**config.mk**
```make
export PLATFORM = sky130hd
export DESIGN_NAME = uart_packet_arbiter
export DESIGN_NICKNAME = d
export VERILOG_FILES = /design/src/rtl/uart_packet_arbiter.sv
export SDC_FILE = /design/constraint.sdc
export NUM_CORES = 1
export LEC_CHECK = 0
export CAP_MARGIN = 20
export CORE_MARGIN = 2
export CORE_UTILIZATION = 51
export CTS_BUF_LIST = sky130_fd_sc_hd__clkbuf_8
export DETAILED_ROUTE_END_ITERATION = 10
export GPL_TIMING_DRIVEN = 0
export PLACE_DENSITY = 0.82
export SLEW_MARGIN = 20
export SYNTH_ARGS = -nofsm -noshare
export SYNTH_HDL_FRONTEND = slang
export SYNTH_SLANG_ARGS = --single-unit
```
**constraint.sdc**
```tcl
create_clock -name clk_i -period 2.7 [get_ports clk_i]
set_clock_uncertainty 0.05 [all_clocks]
set_input_delay 0.27 -clock clk_i [delete_from_list [all_inputs] [get_ports clk_i]]
set_output_delay 0.27 -clock clk_i [all_outputs]
set_load 0.005 [all_outputs]
```
**src/rtl/uart_packet_arbiter.sv**
```systemverilog
// ---------------------------------------------------------------------------
// UartPacketArbiter : round-robin, packet-granular arbiter feeding one UART
// transmitter from NUM_REQ byte-stream requesters.
//
// A requester is granted at packet granularity: once granted it owns the
// transmitter from its first byte through the byte flagged req_last_i. Each
// byte is accepted, sent with a one-cycle tx_start_o pulse, then the arbiter
// waits for the transmitter to go busy and return idle. If busy never shows
// up within BUSY_TIMEOUT cycles the packet is abandoned and the sticky
// timeout_err_o flag is raised.
//
// Optional feature (macro ARB_HEADER_EN): when defined, every packet is
// preceded by a header byte 0xA0 | granted_index.
//
// Parameters
//   NUM_REQ       number of requesters (2..8)
//   BUSY_TIMEOUT  cycles to wait for tx_busy_i after a start (1..65535)
//
// Ports
//   clk_i          system clock
//   rst_ni         asynchronous active-low reset
//   req_valid_i    per-requester byte valid
//   req_data_i     per-requester byte, requester i at [8i+7:8i]
//   req_last_i     per-requester end-of-packet flag
//   req_ready_o    per-requester byte accept strobe (combinational)
//   tx_start_o     one-cycle start pulse to the transmitter
//   tx_data_o      byte to the transmitter, held until the next acceptance
//   tx_busy_i      transmitter busy
//   tx_ready_i     transmitter idle and able to accept
//   grant_o        one-hot current owner, zero when idle
//   timeout_err_o  sticky busy-timeout flag
// ---------------------------------------------------------------------------
module uart_packet_arbiter #(
    parameter int NUM_REQ      = 4,
    parameter int BUSY_TIMEOUT = 255
) (
    input  logic                   clk_i,
    input  logic                   rst_ni,
    input  logic [NUM_REQ-1:0]     req_valid_i,
    input  logic [8*NUM_REQ-1:0]   req_data_i,
    input  logic [NUM_REQ-1:0]     req_last_i,
    output logic [NUM_REQ-1:0]     req_ready_o,
    output logic                   tx_start_o,
    output logic [7:0]             tx_data_o,
    input  logic                   tx_busy_i,
    input  logic                   tx_ready_i,
    output logic [NUM_REQ-1:0]     grant_o,
    output logic                   timeout_err_o
);

    localparam int IW = (NUM_REQ > 1) ? $clog2(NUM_REQ) : 1;

    typedef enum logic [2:0] {
        IDLE,
        HDR,
        SEND,
        WAIT_BUSY,
        WAIT_DONE
    } state_e;

    state_e             state_q, state_d;
    logic [NUM_REQ-1:0] grant_q, grant_d;
    logic [IW-1:0]      gidx_q, gidx_d;
    logic [IW-1:0]      rr_ptr_q, rr_ptr_d;
    logic               tx_start_q, tx_start_d;
    logic [7:0]         tx_data_q, tx_data_d;
    logic               last_q, last_d;
    logic [15:0]        cnt_q, cnt_d;
    logic               timeout_q, timeout_d;

    logic               pick_found;
    logic [IW-1:0]      pick_idx;
    logic               sel_valid;
    logic [7:0]         sel_data;
    logic               sel_last;
    logic               accept;
    logic               busy_expired;
    logic [IW-1:0]      next_ptr;

    // Round-robin search: first valid requester at or after rr_ptr_q, wrapping.
    always_comb begin
        logic [IW-1:0] idx;
        idx        = '0;
        pick_found = 1'b0;
        pick_idx   = '0;
        for (int i = 0; i < NUM_REQ; i++) begin
            idx = IW'((int'(rr_ptr_q) + i) % NUM_REQ);
            if (!pick_found && req_valid_i[idx]) begin
                pick_found = 1'b1;
                pick_idx   = idx;
            end
        end
    end

    always_comb begin
        sel_valid = 1'b0;
        sel_data  = 8'h00;
        sel_last  = 1'b0;
        for (int i = 0; i < NUM_REQ; i++) begin
            if (gidx_q == IW'(i)) begin
                sel_valid = req_valid_i[i];
                sel_data  = req_data_i[8*i +: 8];
                sel_last  = req_last_i[i];
            end
        end
    end

    assign accept       = (state_q == SEND) && tx_ready_i && sel_valid;
    assign busy_expired = (cnt_q + 16'd1) == 16'(BUSY_TIMEOUT);
    assign next_ptr     = (gidx_q == IW'(NUM_REQ - 1)) ? '0 : gidx_q + 1'b1;

    // FSM state register.
    always_ff @(posedge clk_i or negedge rst_ni) begin
        if (!rst_ni) begin
            state_q <= IDLE;
        end else begin
            state_q <= state_d;
        end
    end

    // FSM next-state logic.
    always_comb begin
        state_d = state_q;
        case (state_q)
            IDLE: begin
                if (pick_found) begin
`ifdef ARB_HEADER_EN
                    state_d = HDR;
`else
                    state_d = SEND;
`endif
                end
            end
            HDR: begin
`ifdef ARB_HEADER_EN
                if (tx_ready_i) state_d = WAIT_BUSY;
`else
                state_d = IDLE;
`endif
            end
            SEND: begin
                if (accept) state_d = WAIT_BUSY;
            end
            WAIT_BUSY: begin
                if (tx_busy_i)         state_d = WAIT_DONE;
                else if (busy_expired) state_d = IDLE;
            end
            WAIT_DONE: begin
                // A header is captured with last=0, so it always returns to SEND.
                if (tx_ready_i && !tx_busy_i) state_d = last_q ? IDLE : SEND;
            end
            default: state_d = IDLE;
        endcase
    end

    // FSM outputs: the accept strobe goes only to the owner, in the accept cycle.
    always_comb begin
        req_ready_o = '0;
        if (accept) req_ready_o = grant_q;
    end

    // Datapath next-state: grant, pointer, captured byte, timeout counter.
    always_comb begin
        grant_d    = grant_q;
        gidx_d     = gidx_q;
        rr_ptr_d   = rr_ptr_q;
        tx_start_d = 1'b0;
        tx_data_d  = tx_data_q;
        last_d     = last_q;
        cnt_d      = cnt_q;
        timeout_d  = timeout_q;
        case (state_q)
            IDLE: begin
                if (pick_found) begin
                    grant_d = {{(NUM_REQ-1){1'b0}}, 1'b1} << pick_idx;
                    gidx_d  = pick_idx;
                end
            end
            HDR: begin
`ifdef ARB_HEADER_EN
                if (tx_ready_i) begin
                    tx_data_d  = 8'hA0 | 8'(gidx_q);
                    last_d     = 1'b0;
                    tx_start_d = 1'b1;
                    cnt_d      = '0;
                end
`endif
            end
            SEND: begin
                if (accept) begin
                    tx_data_d  = sel_data;
                    last_d     = sel_last;
                    tx_start_d = 1'b1;
                    cnt_d      = '0;
                end
            end
            WAIT_BUSY: begin
                if (!tx_busy_i) begin
                    cnt_d = cnt_q + 16'd1;
                    if (busy_expired) begin
                        timeout_d = 1'b1;
                        grant_d   = '0;
                        rr_ptr_d  = next_ptr;
                    end
                end
            end
            WAIT_DONE: begin
                if (tx_ready_i && !tx_busy_i && last_q) begin
                    grant_d  = '0;
                    rr_ptr_d = next_ptr;
                end
            end
            default: ;
        endcase
    end

    // Datapath registers.
    always_ff @(posedge clk_i or negedge rst_ni) begin
        if (!rst_ni) begin
            grant_q    <= '0;
            gidx_q     <= '0;
            rr_ptr_q   <= '0;
            tx_start_q <= 1'b0;
            tx_data_q  <= 8'h00;
            last_q     <= 1'b0;
            cnt_q      <= '0;
            timeout_q  <= 1'b0;
        end else begin
            grant_q    <= grant_d;
            gidx_q     <= gidx_d;
            rr_ptr_q   <= rr_ptr_d;
            tx_start_q <= tx_start_d;
            tx_data_q  <= tx_data_d;
            last_q     <= last_d;
            cnt_q      <= cnt_d;
            timeout_q  <= timeout_d;
        end
    end

    assign grant_o       = grant_q;
    assign tx_start_o    = tx_start_q;
    assign tx_data_o     = tx_data_q;
    assign timeout_err_o = timeout_q;

endmodule

```
==> qor.csv <==
metric,value,unit
"Arr. time, crit path",2620,ps
setup TNS,0,ps
final WL,7.190,mm
Worst VDD drop,0.4295,mV
DP Wirelength,5.007,mm
sequential cell area fraction in the yosys report,38.21,%
post-route cell area,3425,sq um
Num CTS Buffers,5,
"EDFF count, synth",0,
worst reg2reg path startpoint,cnt_q[1],
"CTS clk-pin slew, worst paths",80,ps
htree depth,2,
status,completed,
row count,25,
Worst Setup SP,cnt_q[1],
Final Hold Fails,0,
Synth Instances,306,
total grt overflow,0,
I/O Pins,62,
Ys Warns,0,
Post-synth top flop,dfrtp_1,
minimum clock period,2481,ps
Max-slew headroom,56.67,%
top-area cell type share of the netlist area,38.21,%
layout cell share with drive strength beyond 1,9.549,%
syn nets,356,
CTS tree,done,
first-pass GRT wire length,11.37,mm
RSZ-0062 raised after global routing,no,
FMAX,403.0,MHz
clock sinks,38,
"Setup violations, final",0,
total core area,4723,sq um
worst slew pin tran,644.1,ps
crit path capture,rr_ptr_q[1],
Area after DPL,3188,sq um
Yosys reg bits,38,
P&R area growth vs syn,37.61,%
asr flop ratio synth,100.0,%
"reg-to-reg slack, setup",220,ps
1st-iter DRT viols,186,
largest cells by area after synthesis,"dfrtp_1, o21ai_0, nor2_1",
footprint of the multi-input gates,1458,sq um
Root Buffer,clkbuf_8,
"area leader, netlist",dfrtp_1,
Seq. cell area,953.4,sq um
Synth cell types,55,
number of antenna diodes,0,
synth cell count leaders,"o21ai_0, dfrtp_1, nor2_1",
DRC,0,
final slew viol count,0,
synthesized area per cell,8.133,sq um
Cell Pwr Density,826.4,nW/um^2
DR vias/cell,6.011,
Die Ht,73.86,microns
chip width,73.86,microns
antenna violations before repair,0,
Final Wtd Congestion,0.8748,
drt pass-1 iters,4,
period utilization,91.89,%
number of fill cells in the layout,369,
vias in the first global route,2442,
Max Fanout on Critical Path,7,
max_cap viols,0,
CP Class,register to register,
critical path capture point type,register,
Leak,1.428,nW
via count,2669,
clk buf depth,2,
Starting Density,52.69,%
Hold Crit Class,input port to asynchronous set/reset pin,
Total GRT Usage,26.83,%
r2r worst-path depth,7,
worst-skew pair later-pin latency,300,ps
Syn Std Cell Area,2489,sq um
Worst R2R End,rr_ptr_q[1],
worst endpoint required time,2840,ps
Startpoint Class,register,
Routed Antenna Nets,0,
final net count,426,
wire length per cell,16.19,microns
Buffers on Ports,60,
Die ar.,5455,sq um
largest net degree at the start of global routing,26,
most numerous cell in the Yosys netlist,o21ai_0,
critical path, stage by stage, from the launching register on:
cell	delay, ps
dfrtp_1	480
ha_1	360
and4_1	310
nand2_1	90
nor3_1	290
o211ai_2	150
or2_1	270
a311o_1	350
per-stage QoR:
step | hold WS [ps] | util [%] | total power, mW | setup slack, ps | instances
2_1_floorplan | -75.59 | - | 1.651 | 432.7 | 306
3_3_place_gp | 407.0 | 67.18 | 2.111 | -133.9 | 433
3_5_place_dp | 146.6 | 67.50 | 2.161 | -246.2 | 434
4_1_cts | 347.9 | 71.21 | 2.725 | 12.27 | 445
5_1_grt | 391.1 | 72.50 | 3.023 | 73.98 | 444
6_report | 347.6 | 72.50 | 2.830 | 218.9 | 444
worst min-delay path by stage:
stage	start	to	slack (ps)	cells past startpoint
global route	rst_ni	cnt_q[10]	390	2
finish	rst_ni	cnt_q[10]	350	2
detailed placement	rst_ni	cnt_q[10]	150	1
floorplan	rst_ni	cnt_q[0]	-80	0
global placement	timeout_err_o	timeout_err_o	410	1
CTS	tx_busy_i	state_q[2]	350	3
routing by layer:
metal / vias to the layer above / GRT usage, % / share of wire, %
met5: - / 0 / 0
met4: 0 / 9.495 / 2.4
met3: 18 / 4.938 / 6.1
met2: 101 / 43.65 / 49
met1: 1280 / 35.66 / 42
li1: 1270 / - / -
cell type report:
type,count,area share (%)
Sequential cell,38,27.84
Inverter,15,1.936
Clock buffer,5,2.010
Multi-Input combinational cell,230,42.56
Clock inverter,3,1.169
Timing Repair Buffer,64,19.00
Tap cell,67,2.448
Buffer,22,3.033
flip-flops by register name, indices dropped and copies added (netlist names):
| register | count |
|---|---|
| tx_start_o | 1 |
| tx_data_o | 8 |
| grant_o | 4 |
| last_q | 1 |
| cnt_q | 16 |
| state_q | 3 |
| gidx_q | 2 |
| timeout_err_o | 1 |
| rr_ptr_q | 2 |
power breakdown:
part,leakage (nW),switching [mW],internal (mW)
registers,0.499,0.155,0.722
clock network,0.0579,0.216,0.272
logic,0.871,0.799,0.667
kinds of logic (layout without fill, tap and decap cells):
| group | after synthesis | after routing | share of synthesized area, % |
|---|---|---|---|
| buf+inv | 38 | 109 | 6.133 |
| mux | 2 | 2 | 0.8547 |
| simple gates | 117 | 117 | 24.38 |
| xor+xnor | 3 | 3 | 1.056 |
| flops | 38 | 38 | 38.21 |
| fa+ha+maj | 6 | 6 | 3.017 |
| compound gates | 102 | 102 | 26.35 |
cell usage in the layout, fill, tap and decap left out, types with 3 or more instances in the layout:
cell type,n
clkdlybuf4s50_1,55
o21ai_0,41
dfrtp_1,36
nor2_1,29
nand2_1,25
a21oi_1,17
clkbuf_1,15
nor3_1,13
inv_1,12
nand3_1,10
nand4_1,8
a221oi_1,7
a31oi_1,7
clkbuf_8,6
nor2b_1,5
buf_4,4
and2_1,4
nor4_1,4
a22oi_1,4
dlymetal6s2s_1,4
nand2b_1,3
buf_2,3
o31ai_1,3
o211ai_1,3
ha_1,3
ha_4,3
what timing repair did:
item                       4_1_cts  5_1_grt
buffers inserted                 2        0
hold buffers                     1        0
hold endpoints to repair        13        0
setup endpoints to repair       14       11
resized for setup               12       16
pin swaps                        2        2
(Power assumes the default switching activity.)
